### src/rtl/bram_loader_rv32_pkg.sv
// Shared types and helpers for the byte-stream to 32-bit RAM loader.
package bram_loader_rv32_pkg;

  typedef enum logic [2:0] {
    IDLE,
    COLLECT,
    WRITE,
    VERIFY,
    DONE
  } state_t;

  // Number of filled lanes (0..4) to a byte-enable mask.
  function automatic logic [3:0] lane_mask(input logic [2:0] lanes);
    logic [3:0] m;
    m = '0;
    case (lanes)
      3'd0:    m = 4'b0000;
      3'd1:    m = 4'b0001;
      3'd2:    m = 4'b0011;
      3'd3:    m = 4'b0111;
      default: m = 4'b1111;
    endcase
    return m;
  endfunction

  function automatic logic [31:0] lane_bits(input logic [3:0] m);
    logic [31:0] b;
    b = '0;
    for (int unsigned k = 0; k < 4; k++) begin
      b[8*k +: 8] = {8{m[k]}};
    end
    return b;
  endfunction

endpackage

### src/rtl/bram_loader_rv32_packer.sv
// Little-endian byte-to-word assembler; tracks how many lanes are filled.
module loader_word_packer
  import bram_loader_rv32_pkg::*;
(
  input  logic        clk,
  input  logic        reset,
  input  logic        clear,
  input  logic        accept,
  input  logic [7:0]  data,
  output logic [31:0] word,
  output logic [2:0]  lanes,
  output logic [3:0]  mask
);

  always_ff @(posedge clk) begin
    if (reset || clear) begin
      word  <= '0;
      lanes <= '0;
    end else if (accept && lanes < 3'd4) begin
      word[{lanes[1:0], 3'b000} +: 8] <= data;
      lanes                           <= lanes + 3'd1;
    end
  end

  assign mask = lane_mask(lanes);

endmodule

### src/rtl/bram_loader_rv32.sv
// Loads a byte stream into a RAM window as 32-bit words, then reads the
// window back and reports an XOR checksum of what landed.
module bram_loader_rv32
  import bram_loader_rv32_pkg::*;
#(
  parameter int unsigned BaseAddress   = 0,
  parameter int unsigned EndAddress    = 255,
  parameter int unsigned address_width = 32,
  parameter int unsigned data_width    = 32
) (
  input  logic                     clk,
  input  logic                     reset,
  input  logic                     start,
  input  logic [address_width-1:0] byte_count,
  input  logic                     in_valid,
  input  logic [7:0]               in_data,
  output logic                     in_ready,
  output logic [address_width-1:0] mem_addr,
  output logic [3:0]               mem_wr,
  output logic [data_width-1:0]    mem_wdata,
  input  logic [data_width-1:0]    mem_rdata,
  output logic                     busy,
  output logic                     done,
  output logic                     error,
  output logic [data_width-1:0]    checksum
);

  localparam logic [address_width-1:0] BASE   = address_width'(BaseAddress);
  localparam logic [address_width-1:0] WINDOW = address_width'(EndAddress - BaseAddress + 1);
  localparam logic [address_width-1:0] ONE    = address_width'(1);
  localparam logic [address_width-1:0] FOUR   = address_width'(4);

  state_t state, next_state;

  logic [address_width-1:0] ptr;
  logic [address_width-1:0] remaining;
  logic [address_width-1:0] words;
  logic [address_width-1:0] rd_idx;
  logic [address_width-1:0] rd_addr;
  logic [3:0]               last_mask;

  logic        accept;
  logic        word_end;
  logic        clear;
  logic [31:0] word;
  logic [2:0]  lanes;
  logic [3:0]  mask;

  assign accept   = (state == COLLECT) && in_valid;
  assign word_end = accept && ((lanes == 3'd3) || (remaining == ONE));

  loader_word_packer u_packer (
    .clk    (clk),
    .reset  (reset),
    .clear  (clear),
    .accept (accept),
    .data   (in_data),
    .word   (word),
    .lanes  (lanes),
    .mask   (mask)
  );

  always_comb begin
    next_state = state;
    in_ready   = 1'b0;
    mem_addr   = BASE;
    mem_wr     = '0;
    mem_wdata  = '0;
    done       = 1'b0;
    clear      = 1'b0;
    busy       = (state != IDLE);
    case (state)
      IDLE: begin
        if (start) begin
          if (byte_count == '0)         next_state = DONE;
          else if (byte_count <= WINDOW) next_state = COLLECT;
        end
      end
      COLLECT: begin
        in_ready = 1'b1;
        mem_addr = ptr;
        if (word_end) next_state = WRITE;
      end
      WRITE: begin
        mem_addr   = ptr;
        mem_wr     = mask;
        mem_wdata  = word;
        clear      = 1'b1;
        next_state = (remaining != '0) ? COLLECT : VERIFY;
      end
      VERIFY: begin
        mem_addr = rd_addr;
        if (rd_idx == words) next_state = DONE;
      end
      DONE: begin
        done       = 1'b1;
        next_state = IDLE;
      end
      default: next_state = IDLE;
    endcase
  end

  always_ff @(posedge clk) begin
    if (reset) begin
      state     <= IDLE;
      ptr       <= BASE;
      remaining <= '0;
      words     <= '0;
      rd_idx    <= '0;
      rd_addr   <= BASE;
      last_mask <= '0;
      checksum  <= '0;
      error     <= 1'b0;
    end else begin
      state <= next_state;
      error <= 1'b0;
      case (state)
        IDLE: begin
          if (start) begin
            if (byte_count > WINDOW) begin
              error <= 1'b1;
            end else begin
              remaining <= byte_count;
              words     <= (byte_count >> 2) + address_width'(|byte_count[1:0]);
              last_mask <= lane_mask((byte_count[1:0] == 2'd0) ? 3'd4 : {1'b0, byte_count[1:0]});
              checksum  <= '0;
              ptr       <= BASE;
            end
          end
        end
        COLLECT: begin
          if (accept && remaining != '0) remaining <= remaining - ONE;
        end
        WRITE: begin
          ptr     <= ptr + FOUR;
          rd_idx  <= '0;
          rd_addr <= BASE;
        end
        VERIFY: begin
          // Read data lags the address by one cycle: index i captures word i-1.
          if (rd_idx != words) rd_idx <= rd_idx + ONE;
          rd_addr <= rd_addr + FOUR;
          if (rd_idx != '0) begin
            checksum <= checksum ^ (mem_rdata & ((rd_idx == words) ? lane_bits(last_mask) : '1));
          end
        end
        default: ;
      endcase
    end
  end

endmodule

### config.mk
export PLATFORM = sky130hd
export DESIGN_NAME = bram_loader_rv32
export DESIGN_NICKNAME = d
export VERILOG_FILES = /design/src/rtl/bram_loader_rv32_pkg.sv /design/src/rtl/bram_loader_rv32_packer.sv /design/src/rtl/bram_loader_rv32.sv
export SDC_FILE = /design/constraint.sdc
export NUM_CORES = 1
export LEC_CHECK = 0
export ABC_AREA = 1
export BUFFER_PORTS_ARGS = -buffer_cell sky130_fd_sc_hd__buf_4
export CAP_MARGIN = 10
export CORE_ASPECT_RATIO = 1.2
export CORE_UTILIZATION = 59
export CTS_CLUSTER_DIAMETER = 150
export DETAILED_ROUTE_END_ITERATION = 10
export GPL_TIMING_DRIVEN = 0
export PLACE_DENSITY = 0.89
export SYNTH_ARGS = -nofsm -noshare
export SYNTH_HDL_FRONTEND = slang
export SYNTH_SLANG_ARGS = --single-unit
### constraint.sdc
create_clock -name clk -period 2.8 [get_ports clk]
set_clock_uncertainty 0.15 [all_clocks]
set_input_delay 0.7 -clock clk [delete_from_list [all_inputs] [get_ports clk]]
set_output_delay 0.7 -clock clk [all_outputs]
set_load 0.01 [all_outputs]
==> results by group, run 1 <==
Status
  – Status: finished with violations
  – Failing checks: negative setup slack

Timing
  – Max-slew headroom: 47.1%
  – Final setup viols: 27
  – Fin. max-slew vios: 0
  – Setup TNS: -1350 ps
  – Tmin final: 2960 ps
  – Final period util: 106%
  – RSZ-0062 raised after global routing: true
  – F_max: 338 MHz
  – Worst slew pin tran: 794 ps
  – Fin worst setup slack: -161 ps
  – Final hold viol count: 0

Die
  – Die ar.: 24300 µm²
  – Io pins: 180
  – Chip width: 143 µm
  – Initial core utilization: 60.3%
  – Row cnt: 61
  – Core area: 23200 µm²
  – Chip Height: 171 µm

Critical path
  – Critical Path RT: 1950 ps
  – R2R Path End: rd_addr[20]
  – Critical setup path kind: flop to output pin
  – Arrival @ worst endpoint: 2110 ps
  – Worst r2r src: rd_addr[3]
  – Worst reg-to-reg path cell count: 10
  – CP Capture Point: mem_addr[15]
  – Crit path from: state[1]
  – Crit path max fanout: 8
  – Critical Path Sink Type: output pin
  – Crit path launch type: flop
  – Reg2reg setup slack: -100 ps

Cells and area
  – Multi-input logic area: 8130 µm²
  – Fillers: 1895
  – N_diodes: 0
  – Total Nets Final: 2540
  – Register area: 4610 µm²
  – P&R area growth vs syn: 23.8%
  – Share of post-route cells with drive strength above 1: 16.2%

Global routing
  – Global-route wire length before repair: 72400 µm
  – Gr usage total: 37.3%
  – Largest net degree at the start of global routing: 20
  – Initial antenna violation count: 0
  – Total gr overflow: 0
  – Number of global-route vias before repair: 14700

Drt
  – Drt pass-1 iters: 6
  – DRT Wirelength: 47800 µm
  – DRC violations left: 0
  – DRT antenna net count: 0
  – DR vias/cell: 5.85
  – Per-cell routed wire length: 17.2 µm
  – Initial drt markers: 1797
  – DR vias: 16300

Synth
  – Syn Inst Count: 2221
  – Yosys warnings: 0
  – FFs w/ async S/R, synth: 0%
  – Main synth FF type: dfxtp_1
  – Synth top area share: 32.9%
  – Syn Std Cell Area: 14000 µm²
  – Synthesized area per cell: 6.30 µm²
  – Number of synthesized flops with an enable pin: 0
  – Seq/Total Area, Yosys: 32.9%
  – Synth area leaders: dfxtp_1, nand2_1, nor2_1
  – Biggest area consumer among synthesized cells: dfxtp_1
  – Most numerous cell in the Yosys netlist: nand2_1
  – Count of cell types in the netlist: 50
  – Synth Register Bits: 230
  – Synth cell count leaders: nand2_1, nor2_1, inv_1

Pwr
  – LEAKAGE: 7.22 nW
  – Total chip power: 0.00719 W
  – Peak VDD IR: 556 µV
  – Pwr/cell area: 415 nW/µm²

Hold path
  – Worst min path class: input pin to flop

CTS
  – Worst-path clk slew: 60 ps
  – # clock sinks: 230
  – CTS Buf Count: 25
  – Longest Clk Path Bufs: 3
  – Root Driver: clkbuf_16
  – Htree depth: 1
  – Worst skew pair latency: 550 ps
  – CTS tree: built
  – Hold Buf Count CTS: 0

Place
  – DPL Wire Length: 34200 µm
  – IO Port Bufs: 176
  – Placer Congestion: 1.05

Run
  – Max-Cap Viols: 0
[layout make-up]
cell class | instances | area share, %
repair buffers | 200 | 9.18
multi-input cells | 1612 | 46.9
clock buffers | 36 | 4.14
clock inverters | 9 | 1.07
plain buffers | 88 | 3.32
well taps | 315 | 2.28
inverters | 288 | 6.42
flip-flops and latches | 230 | 26.6
[worst min path at each step]
stage / end / cells after the start / startpoint
floorplan: u_packer.word[15] / 2 / u_packer.word[15]
global placement: u_packer.word[13] / 2 / u_packer.word[13]
detailed placement: u_packer.word[14] / 2 / u_packer.word[14]
CTS: remaining[10] / 3 / byte_count[10]
global route: remaining[10] / 3 / byte_count[10]
finish: remaining[24] / 3 / byte_count[24]
[critical path, stage by stage, from the launching register on]
cell and delay [ps]:
dfxtp_4 360, inv_4 50, nor2_8 130, inv_6 60, nor2_4 130, clkinvlp_4 120
buf_12 160, buf_6 130, o22ai_2 250, buf_4 180
[where the power goes]
| part | internal (W) | switching [W] | total, W |
|---|---|---|---|
| clock | 0.00224 | 0.00142 | 0.00367 |
| combinational | 0.000112 | 0.000143 | 0.000256 |
| sequential | 0.00327 | 0.000000223 | 0.00327 |
[what timing repair did]
| item | 4_1_cts | 5_1_grt |
|---|---|---|
| setup buffers | 11 | 10 |
| endpoints found under the hold margin | 0 | 0 |
| resized for setup | 86 | 41 |
| cloned | 3 | 0 |
| pin swaps | 5 | 8 |
| endpoints found under the setup margin | 67 | 58 |
[flip-flops by register name, summed over array words and instances (netlist names)]
register        cells
rd_idx             32
words              31
u_packer.lanes      3
error               1
remaining          32
ptr                30
u_packer.word      32
state               3
rd_addr            30
checksum           32
last_mask           4
[kinds of logic after synthesis]
family | synth area share (%)
other | 0.0268
DFF | 32.9
buffers and inverters | 11.4
xor gates and xnor gates | 2.19
and+or+nand+nor | 35.7
AOI/OAI and AO/OA | 16.1
adders and majority gates | 1.70
[metrics by stage]
step           std cells  worst slack (ps)  hold WS (ps)  instance area (µm²)  utilization [%]
3_5_place_dp        2713              -211           292                15700             67.7
5_1_grt             2778              -400           305                17300             74.6
2_1_floorplan       2222               405           277                14000                -
4_1_cts             2769             -95.4           295                17100             73.5
3_3_place_gp        2713              -225           288                15700             67.7
6_report            2778              -161           297                17300             74.6
[cells in the final DEF, fill, tap and decap left out, types with 12 or more instances in the layout]
cell,n
nor3_1,38
nand2_1,509
clkbuf_1,36
a211oi_1,15
ha_1,17
buf_6,24
nand4_1,55
dfxtp_1,226
clkbuf_16,25
o22ai_4,12
a21oi_1,187
inv_1,261
nand2_2,12
a21boi_1,30
nor2_1,319
a31oi_1,15
buf_4,194
xor2_1,27
inv_2,19
buf_2,19
nand3_1,168
o21ai_0,99
[metal layers]
metal,global-route usage (%),part of all wire [%]
met5,0,0
met4,20.9,5.9
met3,5.77,9.3
met2,62.3,46
met1,45.7,39
Note: power is estimated with default switching activity, not from simulation.
==> inputs of run 2 (changes only) <==
CORE_UTILIZATION = 53   (was 59)
PLACE_DENSITY = 0.85   (was 0.89)
clock period = 2.4 ns   (was 2.8 ns; I/O delays follow)
==> results by group, run 2 (synthesis gave the netlist of run 1 again) <==
CTS
  – Worst-path clk slew: 60 ps (about the same)
  – Hold Buf Count CTS: 0 (unchanged)
  – Longest Clk Path Bufs: 3 (unchanged)
  – CTS Buf Count: 25 (unchanged)
  – CTS tree: built
  – Htree depth: 1 (unchanged)
  – Root Driver: clkbuf_16
  – Worst skew pair latency: 550 ps (about the same)
  – # clock sinks: 230 (unchanged)

Critical path
  – CP Cell Sequence: inv_6 > nor2_8 > inv_6 > nor2_8 > inv_8 > nand2_8 > inv_8 > buf_16 > o22ai_4 > buf_6
  – Worst r2r src: rd_addr[3]
  – Crit path max fanout: 7 (-1)
  – Worst reg-to-reg path cell count: 10 (unchanged)
  – Slowest-stage cell, CP: dfxtp_4
  – CP Capture Point: mem_addr[5]
  – Critical Path Sink Type: output pin
  – Reg2reg setup slack: 30 ps (+130 ps)
  – Critical setup path kind: flop to output pin
  – Crit path launch type: flop
  – Critical Path RT: 1650 ps (-300 ps)
  – R2R Path End: rd_addr[20]
  – Max stage delay on crit path: 370 ps (about the same)
  – Arrival @ worst endpoint: 1940 ps (-170 ps)
  – Crit path from: state[1]

Timing
  – Tmin final: 2690 ps
  – Final hold viol count: 0 (unchanged)
  – F_max: 372 MHz
  – Final period util: 112%
  – Final setup viols: 67 (+150%)
  – Fin worst setup slack: -291 ps (-130 ps)
  – RSZ-0062 raised after global routing: true
  – Fin. max-slew vios: 0 (unchanged)
  – Max-slew headroom: 49.8% (+2.7 points)
  – Hold slack: 190 ps (-107 ps)
  – Worst slew pin tran: 753 ps (-40.5 ps)

Global routing
  – Number of global-route vias before repair: 15000 (+1.6%)
  – Total gr overflow: 0 (unchanged)
  – Initial antenna violation count: 0 (unchanged)
  – Global-route wire length before repair: 75100 µm (+3.6%)
  – Gr usage total: 34.7% (-2.5 points)
  – Largest net degree at the start of global routing: 19 (-5.0%)

Die
  – Chip Height: 180 µm (+5.4%)
  – Initial core utilization: 54.4% (-5.9 points)
  – Core area: 25700 µm² (+11%)
  – Io pins: 180 (unchanged)
  – Row cnt: 64 (+4.9%)
  – Die ar.: 27100 µm² (+11%)
  – Chip width: 150 µm (+5.4%)

Drt
  – Per-cell routed wire length: 17.2 µm (about the same)
  – DRC violations left: 0 (unchanged)
  – Drt pass-1 iters: 8 (+2)
  – DR vias/cell: 5.71 (-2.5%)
  – DRT antenna net count: 0 (unchanged)
  – Initial drt markers: 1444 (-20%)
  – DRT Wirelength: 48400 µm (+1.1%)
  – DR vias: 16000 (-1.5%)

Status
  – Status: finished with violations
  – Failing checks: negative setup slack

Place
  – Placer Congestion: 0.989 (-5.6%)
  – Place WS: -570 ps (-360 ps)
  – Cells after DPL: 2728 (+0.55%)
  – Dpl cell area: 15700 µm² (+0.12%)
  – IO Port Bufs: 176 (unchanged)
  – DPL Wire Length: 34800 µm (+2.0%)

Pwr
  – Pwr/cell area: 458 nW/µm² (+10%)
  – LEAKAGE: 7.31 nW (+1.2%)
  – Total chip power: 0.00809 W (+12%)
  – Peak VDD IR: 568 µV (+2.2%)

Cells and area
  – Fillers: 2196 (+16%)
  – Most frequent cells in the layout: nand2_1, nor2_1, inv_1
  – Commonest non-fill, non-tap cell in the layout: nand2_1
  – Final Instance Area: 17700 µm² (+2.0%)
  – P&R area growth vs syn: 26.3%
  – Share of post-route cells with drive strength above 1: 18.5% (+2.4 points)
  – Total Nets Final: 2554 (+0.55%)
  – Non-filler cells, final: 2807 (+1.0%)
  – N_diodes: 0 (unchanged)

Run
  – Max-Cap Viols: 0 (unchanged)

Hold path
  – Worst min path class: input pin to flop
run 2: critical path, delay by kind of cell, from the launching register on:
family / cells / cell delay [ps]
buffers and inverters: 6 / 500
AOI/OAI and AO/OA: 1 / 150
and+or+nand+nor: 3 / 360
DFF: 1 / 370
run 2: repair_timing:
item	4_1_cts	5_1_grt
cloned	1	1
setup buffers	24	10
endpoints found under the setup margin	83	143
gates resized for setup	150	79
pin swaps	10	12
hold endpoints to repair	0	0
run 2: layout make-up:
cell class                 instances  area, µm²  area share, %
buffer                            91        692           3.92
clock buffer                      35        683           3.87
clock inverter                    10        134          0.758
inverter                         288       1110           6.30
multi-input combinational       1612       8330           47.1
sequential                       230       4620           26.2
tap                              330        413           2.34
timing repair buffer             211       1680           9.53
run 2: worst min-delay path by stage:
stage / from / end / cells past startpoint
global route: byte_count[18] / remaining[18] / 3
detailed placement: u_packer.word[12] / u_packer.word[12] / 2
floorplan: u_packer.word[15] / u_packer.word[15] / 2
global placement: u_packer.word[15] / u_packer.word[15] / 2
CTS: byte_count[20] / remaining[20] / 3
finish: byte_count[20] / remaining[20] / 3
run 2: power by group:
part	total (W)	internal [W]	switching, W
Clock	0.00397	0.00231	0.00166
Combinational	0.000304	0.000132	0.000172
Sequential	0.00381	0.00381	0.000000334
Total	0.00809	0.00625	0.00184
run 2: metrics by stage:
stage	setup TNS [ps]	util, %
after floorplan	0	-
after global placement	-51870	61.2
after detailed placement	-55080	61.2
after CTS	-15010	67.5
after global routing	-18600	68.7
final	-15790	68.7
run 2: metal layers:
metal | up-vias | wire [µm] | GRT usage [%]
met4 | 0 | 2500 | 18.7
met2 | 824 | 22900 | 57.3
li1 | 7687 | - | -
met1 | 7321 | 18900 | 42.5
met3 | 195 | 4070 | 6.04
met5 | - | 0 | 0
==> inputs of run 3 (changes only) <==
GPL_TIMING_DRIVEN = not set   (was 0)
==> results by group, run 3 (synthesis gave the netlist of run 1 again) <==
Drt
  – Per-cell routed wire length: 16.4 µm (-4.7%)
  – Met1 wire length: 17300 µm (-8.7%)
  – DRT antenna net count: 0 (unchanged)
  – DRT Wirelength: 45200 µm (-6.5%)
  – Initial drt markers: 1424 (-1.4%)
  – Met3 wire len: 3490 µm (-14%)
  – Max layer used: met4
  – Drt pass-1 iters: 8 (unchanged)
  – DR vias/cell: 5.76 (+0.90%)
  – DRC violations left: 0 (unchanged)
  – Routed length on met2: 22200 µm (-2.9%)
  – DR vias: 15900 (-0.97%)

Status
  – Failing checks: negative setup slack
  – Status: finished with violations

Timing
  – Worst slew pin tran: 894 ps (+140 ps)
  – Fin worst setup slack: -257 ps (+33.7 ps)
  – F_max: 376 MHz (+1.3%)
  – Max-slew headroom: 40.4% (-9.4 points)
  – Fin. max-slew vios: 0 (unchanged)
  – Final period util: 111% (-1.4 points)
  – Final hold viol count: 0 (unchanged)
  – Final setup viols: 68 (+1.5%)
  – RSZ-0062 raised after global routing: true
  – Tmin final: 2660 ps (-33.7 ps)

Global routing
  – Initial antenna violation count: 0 (unchanged)
  – Total gr overflow: 0 (unchanged)
  – Gr usage total: 32.1% (-2.6 points)
  – Number of global-route vias before repair: 14900 (-0.087%)
  – Global-route wire length before repair: 71000 µm (-5.4%)
  – Largest net degree at the start of global routing: 73 (+54)

Die
  – Chip Height: 180 µm (unchanged)
  – Row cnt: 64 (unchanged)
  – Chip width: 150 µm (unchanged)
  – Core area: 25700 µm² (unchanged)
  – Io pins: 180 (unchanged)
  – Initial core utilization: 54.4% (unchanged)
  – Die ar.: 27100 µm² (unchanged)

Place
  – Cells after DPL: 2698 (-1.1%)
  – IO Port Bufs: 177 (+0.57%)
  – Placer Congestion: 0.972 (-1.7%)
  – DPL Wire Length: 31500 µm (-9.5%)

Pwr
  – Pwr/cell area: 495 nW/µm² (+8.0%)
  – Total chip power: 0.00859 W (+6.2%)
  – Peak VDD IR: 514 µV (-9.5%)
  – LEAKAGE: 7.29 nW (-0.20%)

CTS
  – Htree depth: 1 (unchanged)
  – Worst skew pair latency: 550 ps (about the same)
  – Hold Buf Count CTS: 0 (unchanged)
  – CTS tree: built
  – # clock sinks: 230 (unchanged)
  – Root Driver: clkbuf_16
  – CTS Buf Count: 25 (unchanged)
  – Worst-path clk slew: 70 ps (about the same)
  – Longest Clk Path Bufs: 3 (unchanged)

Cells and area
  – Most frequent cells in the layout: nand2_1, nor2_1, inv_1
  – Commonest non-fill, non-tap cell in the layout: nand2_1
  – Util after Layout: 67.6% (-1.2 points)
  – Total Nets Final: 2501 (-2.1%)
  – P&R area growth vs syn: 24.1%
  – N_diodes: 0 (unchanged)
  – Non-filler cells, final: 2755 (-1.9%)
  – Share of post-route cells with drive strength above 1: 17.1% (-1.5 points)
  – Fillers: 2170 (-1.2%)

Critical path
  – Critical Path Sink Type: output pin
  – Critical Path RT: 1650 ps (about the same)
  – Crit path max fanout: 8 (+1)
  – Crit path launch type: flop
  – Arrival @ worst endpoint: 1910 ps (-30 ps)
  – Critical setup path kind: flop to output pin

Run
  – Max-Cap Viols: 0 (unchanged)

Hold path
  – Worst min path class: input pin to flop
==> run 3: path summary, 6_finish.rpt <==
check | from | endpoint | slack [ps] | depth (start not counted)
setup / recovery | state[1] | mem_addr[24] | -260 | 8
hold / removal | byte_count[20] | remaining[20] | 190 | 3
setup reg to reg | rd_addr[3] | rd_addr[20] | -60 | 10
hold reg to reg | u_packer.word[15] | u_packer.word[15] | 300 | 2
==> run 3: critical path, cell delays in order (launching register included) <==
cell       delay (ps)
dfxtp_2           360
inv_4              60
nor2_8            100
inv_6              60
nor2_4            160
inv_4             100
clkbuf_16         190
o22ai_2           180
buf_4             150
==> run 3: power by group <==
part	switching [W]	internal, W
logic	0.000157	0.000140
registers	0.000000324	0.00381
clock network	0.00168	0.00280
==> run 3: metal layers <==
metal / vias to the layer above / GRT usage [%]
met5: - / 0
met4: 0 / 16.6
met3: 207 / 4.57
met2: 844 / 56.1
met1: 7249 / 37.6
li1: 7571 / -
==> run 3: cell type report <==
type | instances | area (µm²) | share of cell area [%]
Multi-Input combinational cell | 1612 | 8110 | 46.7
Sequential cell | 230 | 4620 | 26.6
Timing Repair Buffer | 249 | 2170 | 12.5
Inverter | 288 | 1100 | 6.35
Clock buffer | 35 | 743 | 4.28
Tap cell | 330 | 413 | 2.38
Clock inverter | 11 | 211 | 1.22
==> run 3: through the flow <==
step	hold slack (ps)	setup TNS (ps)	instance area (µm²)	worst slack (ps)
after floorplan	277	0	14000	105
after global placement	289	-25.9	15800	-16.5
after detailed placement	292	-1220	15800	-83.7
after CTS	191	-9180	17100	-175
after global routing	216	-13800	17400	-281
final	190	-10820	17400	-257
==> run 3: timing repair <==
action | 4_1_cts | 5_1_grt
hold endpoints to repair | 0 | 0
cloned | 2 | 4
buffers inserted | 3 | 2
pin swaps | 2 | 0
gates resized for setup | 63 | 37
setup endpoints to repair | 68 | 74
